==> src/rtl/iot_filt_pkg.sv <==
// iot_filt_pkg
// Shared types and constants for the IoT stream filter.
//   fn_e        : function code presented on fn_sel and held in the round latch
//   EXTRACT_*   : default extract window bounds (128-bit samples)
//   EXCLUDE_*   : default exclude window bounds (128-bit samples)
package iot_filt_pkg;

    typedef enum logic [2:0] {
        FN_IDLE    = 3'd0,
        FN_MAX     = 3'd1,
        FN_MIN     = 3'd2,
        FN_AVG     = 3'd3,
        FN_EXTRACT = 3'd4,
        FN_EXCLUDE = 3'd5,
        FN_PEAKMAX = 3'd6,
        FN_PEAKMIN = 3'd7
    } fn_e;

    localparam logic [127:0] EXTRACT_LO = {4'h6, {124{1'b1}}};
    localparam logic [127:0] EXTRACT_HI = {4'hA, {124{1'b1}}};
    localparam logic [127:0] EXCLUDE_LO = {4'h4, 124'd0};
    localparam logic [127:0] EXCLUDE_HI = {4'hC, 124'd0};

endpackage

==> src/rtl/iot_filter_engine_deser.sv <==
// iot_filt_deser
// Collects IN_W-bit beats (most-significant slice first) into one DATA_W-bit
// sample and holds it with sample_vld until the parent takes it.
// Requires DATA_W/IN_W >= 2.
//   clk, rst_n   : clock, synchronous active-low reset
//   in_en        : beat present; accepted while sample_vld is low
//   iot_in       : beat data
//   sample_take  : parent has evaluated the held sample
//   beat_first   : a beat is being accepted and it is beat 0 of a sample
//   sample_vld   : complete sample waiting for evaluation (also the busy flag)
//   sample_q     : assembled sample
module iot_filt_deser #(
    parameter int DATA_W = 128,
    parameter int IN_W   = 8
) (
    input  logic              clk,
    input  logic              rst_n,
    input  logic              in_en,
    input  logic [IN_W-1:0]   iot_in,
    input  logic              sample_take,
    output logic              beat_first,
    output logic              sample_vld,
    output logic [DATA_W-1:0] sample_q
);
    localparam int BEATS = DATA_W / IN_W;
    localparam int BC_W  = $clog2(BEATS);

    logic [BC_W-1:0] beat_cnt;
    logic            beat_acc;
    logic            beat_last;

    assign beat_acc   = in_en && !sample_vld;
    assign beat_last  = (beat_cnt == BC_W'(BEATS - 1));
    assign beat_first = beat_acc && (beat_cnt == '0);

    // The shift register doubles as the sample holding register: no beat can
    // be accepted while sample_vld is high, so it stays stable until taken.
    // Set and take never coincide because acceptance is blocked while valid.
    always_ff @(posedge clk) begin
        if (!rst_n) begin
            beat_cnt   <= '0;
            sample_q   <= '0;
            sample_vld <= 1'b0;
        end else begin
            if (beat_acc) begin
                sample_q <= {sample_q[DATA_W-IN_W-1:0], iot_in};
                beat_cnt <= beat_last ? '0 : beat_cnt + BC_W'(1);
            end
            if (beat_acc && beat_last) begin
                sample_vld <= 1'b1;
            end else if (sample_take) begin
                sample_vld <= 1'b0;
            end
        end
    end

endmodule

==> src/rtl/iot_filter_engine.sv <==
// iot_filter_engine
// Streaming filter: beats are deserialised into samples, samples are grouped
// into rounds of ROUND, and the function latched at round start decides what
// reaches the ready/valid output.
// Build option: IOT_FILT_AVG_ROUND_EN makes AVG round half up instead of
// truncating.
//   clk, rst_n        : clock, synchronous active-low reset
//   in_en, iot_in     : beat input, accepted when in_en && !busy
//   fn_sel            : function code (iot_filt_pkg::fn_e), latched per round
//   thr_lo, thr_hi    : extract/exclude bounds, sampled at evaluation
//   busy              : sample pending evaluation, beats refused
//   out_valid/out_ready/iot_out : result handshake, iot_out held while stalled
module iot_filter_engine
    import iot_filt_pkg::*;
#(
    parameter int DATA_W = 128,
    parameter int IN_W   = 8,
    parameter int ROUND  = 8
) (
    input  logic              clk,
    input  logic              rst_n,
    input  logic              in_en,
    input  logic [IN_W-1:0]   iot_in,
    input  logic [2:0]        fn_sel,
    input  logic [DATA_W-1:0] thr_lo,
    input  logic [DATA_W-1:0] thr_hi,
    output logic              busy,
    output logic              out_valid,
    input  logic              out_ready,
    output logic [DATA_W-1:0] iot_out
);
    localparam int LG_R  = $clog2(ROUND);
    localparam int SUM_W = DATA_W + LG_R;

    logic              beat_first;
    logic              eval_vld;
    logic [DATA_W-1:0] sample_q;
    logic              eval_fire;
    logic              round_end;
    logic              round_start;
    logic [LG_R-1:0]   round_cnt;
    fn_e               fn_q;
    fn_e               fn_new;
    logic [DATA_W-1:0] max_q, min_q, new_max, new_min, res_data;
    logic [SUM_W-1:0]  sum_q, sum_tot, avg_src;
    logic              peak_upd, gt_max, lt_min, res_vld;

    iot_filt_deser #(
        .DATA_W (DATA_W),
        .IN_W   (IN_W)
    ) u_deser (
        .clk         (clk),
        .rst_n       (rst_n),
        .in_en       (in_en),
        .iot_in      (iot_in),
        .sample_take (eval_fire),
        .beat_first  (beat_first),
        .sample_vld  (eval_vld),
        .sample_q    (sample_q)
    );

    assign busy        = eval_vld;
    assign eval_fire   = eval_vld && (!out_valid || out_ready);
    assign round_end   = (round_cnt == LG_R'(ROUND - 1));
    assign round_start = beat_first && (round_cnt == '0);
    assign fn_new      = fn_e'(fn_sel);
    assign gt_max      = (sample_q > max_q);
    assign lt_min      = (sample_q < min_q);
    assign new_max     = gt_max ? sample_q : max_q;
    assign new_min     = lt_min ? sample_q : min_q;
    assign sum_tot     = sum_q + SUM_W'(sample_q);

    // The sum of ROUND full-scale samples plus ROUND/2 still fits SUM_W bits.
`ifdef IOT_FILT_AVG_ROUND_EN
    assign avg_src = sum_tot + SUM_W'(ROUND / 2);
`else
    assign avg_src = sum_tot;
`endif

    // Result of evaluating the held sample under the latched function.
    // Peak functions report at round end only if the extreme strictly
    // improved at some point in the round, including this last sample.
    always_comb begin
        res_vld  = 1'b0;
        res_data = sample_q;
        case (fn_q)
            FN_MAX:     begin res_vld = round_end; res_data = new_max; end
            FN_MIN:     begin res_vld = round_end; res_data = new_min; end
            FN_AVG:     begin res_vld = round_end; res_data = DATA_W'(avg_src >> LG_R); end
            FN_EXTRACT: res_vld = (sample_q > thr_lo) && (sample_q < thr_hi);
            FN_EXCLUDE: res_vld = (sample_q < thr_lo) || (sample_q > thr_hi);
            FN_PEAKMAX: begin res_vld = round_end && (peak_upd || gt_max); res_data = new_max; end
            FN_PEAKMIN: begin res_vld = round_end && (peak_upd || lt_min); res_data = new_min; end
            default:    ;
        endcase
    end

    // Round bookkeeping, accumulators and the output register.
    // The function latch only moves on a beat accept and evaluation cannot
    // happen in that cycle (busy blocks beats), so the identity reset on a
    // function change never races with an accumulator update.
    always_ff @(posedge clk) begin
        if (!rst_n) begin
            round_cnt <= '0;
            fn_q      <= FN_IDLE;
            max_q     <= '0;
            min_q     <= '1;
            sum_q     <= '0;
            peak_upd  <= 1'b0;
            out_valid <= 1'b0;
            iot_out   <= '0;
        end else begin
            if (round_start) begin
                fn_q <= fn_new;
                if (fn_new != fn_q) begin
                    max_q    <= '0;
                    min_q    <= '1;
                    sum_q    <= '0;
                    peak_upd <= 1'b0;
                end
            end

            if (eval_fire) begin
                round_cnt <= round_cnt + LG_R'(1);
                case (fn_q)
                    FN_MAX: max_q <= round_end ? '0 : new_max;
                    FN_MIN: min_q <= round_end ? '1 : new_min;
                    FN_AVG: sum_q <= round_end ? '0 : sum_tot;
                    FN_PEAKMAX: begin
                        max_q    <= new_max;
                        peak_upd <= round_end ? 1'b0 : (peak_upd || gt_max);
                    end
                    FN_PEAKMIN: begin
                        min_q    <= new_min;
                        peak_upd <= round_end ? 1'b0 : (peak_upd || lt_min);
                    end
                    default: ;
                endcase
            end

            // A new result may replace one being consumed in the same cycle.
            if (eval_fire && res_vld) begin
                out_valid <= 1'b1;
                iot_out   <= res_data;
            end else if (out_ready) begin
                out_valid <= 1'b0;
            end
        end
    end

endmodule

==> config.mk <==
export PLATFORM = sky130hd
export DESIGN_NAME = iot_filter_engine
export DESIGN_NICKNAME = d
export VERILOG_FILES = /design/src/rtl/iot_filt_pkg.sv /design/src/rtl/iot_filter_engine_deser.sv /design/src/rtl/iot_filter_engine.sv
export SDC_FILE = /design/constraint.sdc
export NUM_CORES = 2
export LEC_CHECK = 0
export ABC_AREA = 1
export BUFFER_PORTS_ARGS = -buffer_cell sky130_fd_sc_hd__buf_2
export CAP_MARGIN = 40
export CORE_MARGIN = 3
export CORE_UTILIZATION = 40
export CTS_BUF_LIST = sky130_fd_sc_hd__clkbuf_4
export DETAILED_ROUTE_END_ITERATION = 7
export GPL_TIMING_DRIVEN = 0
export PLACE_DENSITY_LB_ADDON = 0.08
export SLEW_MARGIN = 20
export SYNTH_ARGS = -nofsm -noshare
export SYNTH_HDL_FRONTEND = slang
export SYNTH_SLANG_ARGS = --single-unit
==> constraint.sdc <==
create_clock -name clk -period 3.6 [get_ports clk]
set_input_delay 0.18 -clock clk [delete_from_list [all_inputs] [get_ports clk]]
set_output_delay 0.18 -clock clk [all_outputs]
set_load 0.05 [all_outputs]
==> run summary <==
Power Dens Cells: 299 mW/mm^2
CP peak stage delay: 0.45 ns
critical path launch point: u_deser.sample_q[88]$_SDFFE_PN0P_
met2 WL: 123,000 um
Avg Cell Area, Syn: 6.20 sq um
placed cell count: 11,117
Arrival @ worst endpoint: 4.94 ns
Setup Skew: 0.113 ns
# fillers: 14,511
r2r startpoint: u_deser.sample_q[88]$_SDFFE_PN0P_
Longest Clk Path Bufs: 3
met3 routed WL: 24,200 um
clk slew on worst S/H paths: 0.07 ns
Synth cell types: 45
DRT antenna net count: 0
flops & latches, synth: 656
mapped cell area: 0.0551 sq mm
root buffer cell: clkbuf_4
CTS buffer count: 193
DIE AREA: 0.142 sq mm
fin nets: 10,628
synth top area cells: dfxtp_1 (24%), ha_1 (15%), nand2_1 (14%), a21oi_1 (8.7%), inv_1 (8.5%)
Worst slew margin: 0.365
number of hold violations in the final report: 0
Core Area: 0.136 sq mm
Worst-Skew Late Latency: 1.27 ns
Crit Path Max Fanout: 6
Row Count: 135
critical path capture point type: flop
first-pass GRT wire length: 399,000 um
initial antenna violation count: 14
TritonCTS clock tree: built
VDD IR max: 284 uV
routed len/inst: 24.6 um
clock sinks: 656
Slowest cell on crit path: nand4_1
pin count of the biggest net entering global routing: 17
failing checks: setup timing
H-tree depth: 4
RSZ-0062 raised after global routing: yes
critical-path cell list: ha_1, nand4_1, nor3_4, nand4_1, nor2_4, buf_12, nand4_1, buf_6, nand2_8, nand3_4, nand3_4, nand2_4, nand2_8, buf_12, buf_16, clkbuf_16, nand2_2, nand2_1, nor2_1
share of cells above drive strength 1: 0.164
drt via density: 5.64
uppermost routed layer: met5
Post-Syn Nets: 9,808
vias in the first global route: 60,188
Detail Placement HPWL: 224,000 um
reg2reg end: iot_out[119]$_SDFFE_PN0P_
Slew @ Worst Pin: 0.953 ns
share of the synthesized area in the top cell type: 0.238
Pleak: 32.6 nW
area of the multi-input gates: 0.0375 sq mm
Crit Path Class: reg2reg
register area: 0.0134 sq mm
Tcrit/Tclk final: 1.06
Layout Cells excl Fill: 11,640
Starting DRT DRC Count: 6,727
Max Slew Vio Count: 0
Routability Congestion: 1.06
ys flop type: dfxtp_1
Design Area, Final: 0.0678 sq mm
Pre-antenna DRT Iters: 8
GRT Util Overall: 0.380
Die Width: 377 um
Setup crit end: iot_out[119]$_SDFFE_PN0P_
maximum clock frequency: 262 MHz
most instantiated library cell after synthesis: nand2_1
flop2flop setup slack: -0.21 ns
post-route met1 wirelength: 122,000 um
I/O pin count: 401
DRC Markers: 0
Final setup viols: 144
worst min path class: in2reg
register area share after synthesis: 0.238
number of flops mapped to enable cells by yosys: 0
MaxCap Viol Count: 0
startpoint types: flop
R2R cell count: 19
CP most frequent cell: nand4_1
dominant cell type by area after synthesis: dfxtp_1
Post-synth ARST share: 0
Vert. Die Dim: 377 um
setup_tns: -17.51 ns
status: complete, but fails checks
critical path required time: 4.72 ns
synth cell count leaders: nand2_1 (2,066), inv_1 (1,255), a21oi_1 (962)
Setup WS post-layout: -0.213 ns
total global routing overflow: 0
Mapped Cells: 8,892
placed cell area: 0.0602 sq mm
synth warn: 0
IO buf count: 399
post-route minimum period: 3.81 ns
area grow syn2layout: 22.9%
final WL: 286,000 um
Initial Utilization: 0.405
via count: 65,665
-- power by group --
group / leakage, nW / internal [mW] / switching (mW)
Clock: 1.41 / 3.65 / 3.77
Combinational: 25.8 / 1.72 / 3.32
Sequential: 5.37 / 7.37 / 0.424
Total: 32.6 / 12.7 / 7.51
-- cell families after synthesis --
family / count (synthesis) / share of synthesized area
flip-flops: 656 / 0.238
AO/OA/AOI/OAI: 1813 / 0.178
adder cells (fa/ha/maj): 645 / 0.147
buffers and inverters: 1654 / 0.116
XOR/XNOR: 3 / 0.000477
AND/OR/NAND/NOR: 4121 / 0.321
-- metal layers --
metal,track usage,up-vias
li1,-,31319
met1,0.508,30903
met2,0.591,2891
met3,0.0642,548
met4,0.184,4
met5,0,-
-- state kept, by name, summed over array words and instances (netlist names) --
| signal | count |
|---|---|
| max_q | 128 |
| round_cnt | 3 |
| u_deser.sample_q | 128 |
| fn_q | 3 |
| min_q | 128 |
| u_deser.beat_cnt | 4 |
| u_deser.sample_vld | 1 |
| peak_upd | 1 |
| iot_out | 128 |
| sum_q | 131 |
| out_valid | 1 |
-- worst max-delay path: cells and delay by family (launching register included) --
kind | cells | cell delay [ns]
buf+inv | 5 | 0.88
flops | 1 | 0.37
fa+ha+maj | 1 | 0.28
simple gates | 13 | 2.18
-- per-stage QoR --
step / setup slack, ns / utilization / total power, mW / hold slack [ns]
final: -0.213 / 0.498 / 20.2 / 0.157
after global routing: -0.217 / 0.498 / 21.1 / 0.118
after CTS: -0.0476 / 0.476 / 19.6 / 0.0336
after detailed placement: -2.50 / 0.442 / 12.0 / 0.460
after global placement: -2.72 / 0.436 / 11.9 / 0.453
after floorplan: 1.04 / - / 10.1 / 0.367
-- cell type report --
type | instances | share of cell area
multi-input combinational | 6584 | 0.554
sequential | 656 | 0.197
timing repair buffer | 629 | 0.0755
inverter | 1262 | 0.0705
buffer | 385 | 0.0342
tap | 1781 | 0.0329
clock buffer | 275 | 0.0305
clock inverter | 55 | 0.00487
antenna | 12 | 0.000443
timing repair inverter | 1 | 0.000240
-- worst min-delay path by stage --
stage,cells past startpoint,to,startpoint
2_1_floorplan,3,u_deser.sample_vld$_SDFFE_PN0P_,out_ready
3_3_place_gp,2,sum_q[0]$_SDFF_PN0_,sum_q[0]$_SDFF_PN0_
3_5_place_dp,2,sum_q[4]$_SDFF_PN0_,sum_q[4]$_SDFF_PN0_
6_report,5,u_deser.sample_q[9]$_SDFFE_PN0P_,rst_n
4_1_cts,5,u_deser.sample_q[9]$_SDFFE_PN0P_,rst_n
5_1_grt,5,u_deser.sample_q[9]$_SDFFE_PN0P_,rst_n
-- cell usage in the layout (no fill, tap or decap), types with 320 or more instances in the layout --
master | synthesis | routed
ha_1 | 644 | 632
a21oi_1 | 962 | 924
buf_2 | 39 | 407
nand4_1 | 320 | 320
o21ai_0 | 551 | 516
nand2_1 | 2066 | 1857
inv_1 | 1255 | 1241
dfxtp_1 | 656 | 516
nor2_1 | 793 | 732
nand3_1 | 743 | 710
-- repair_timing --
item,in CTS,in global routing
endpoints found under the setup margin,452,438
resized for setup,434,574
endpoints found under the hold margin,139,0
hold buffers,50,0
setup buffers,57,46
pin swaps,41,184
gates cloned,5,30
(Power assumes the default switching activity.)
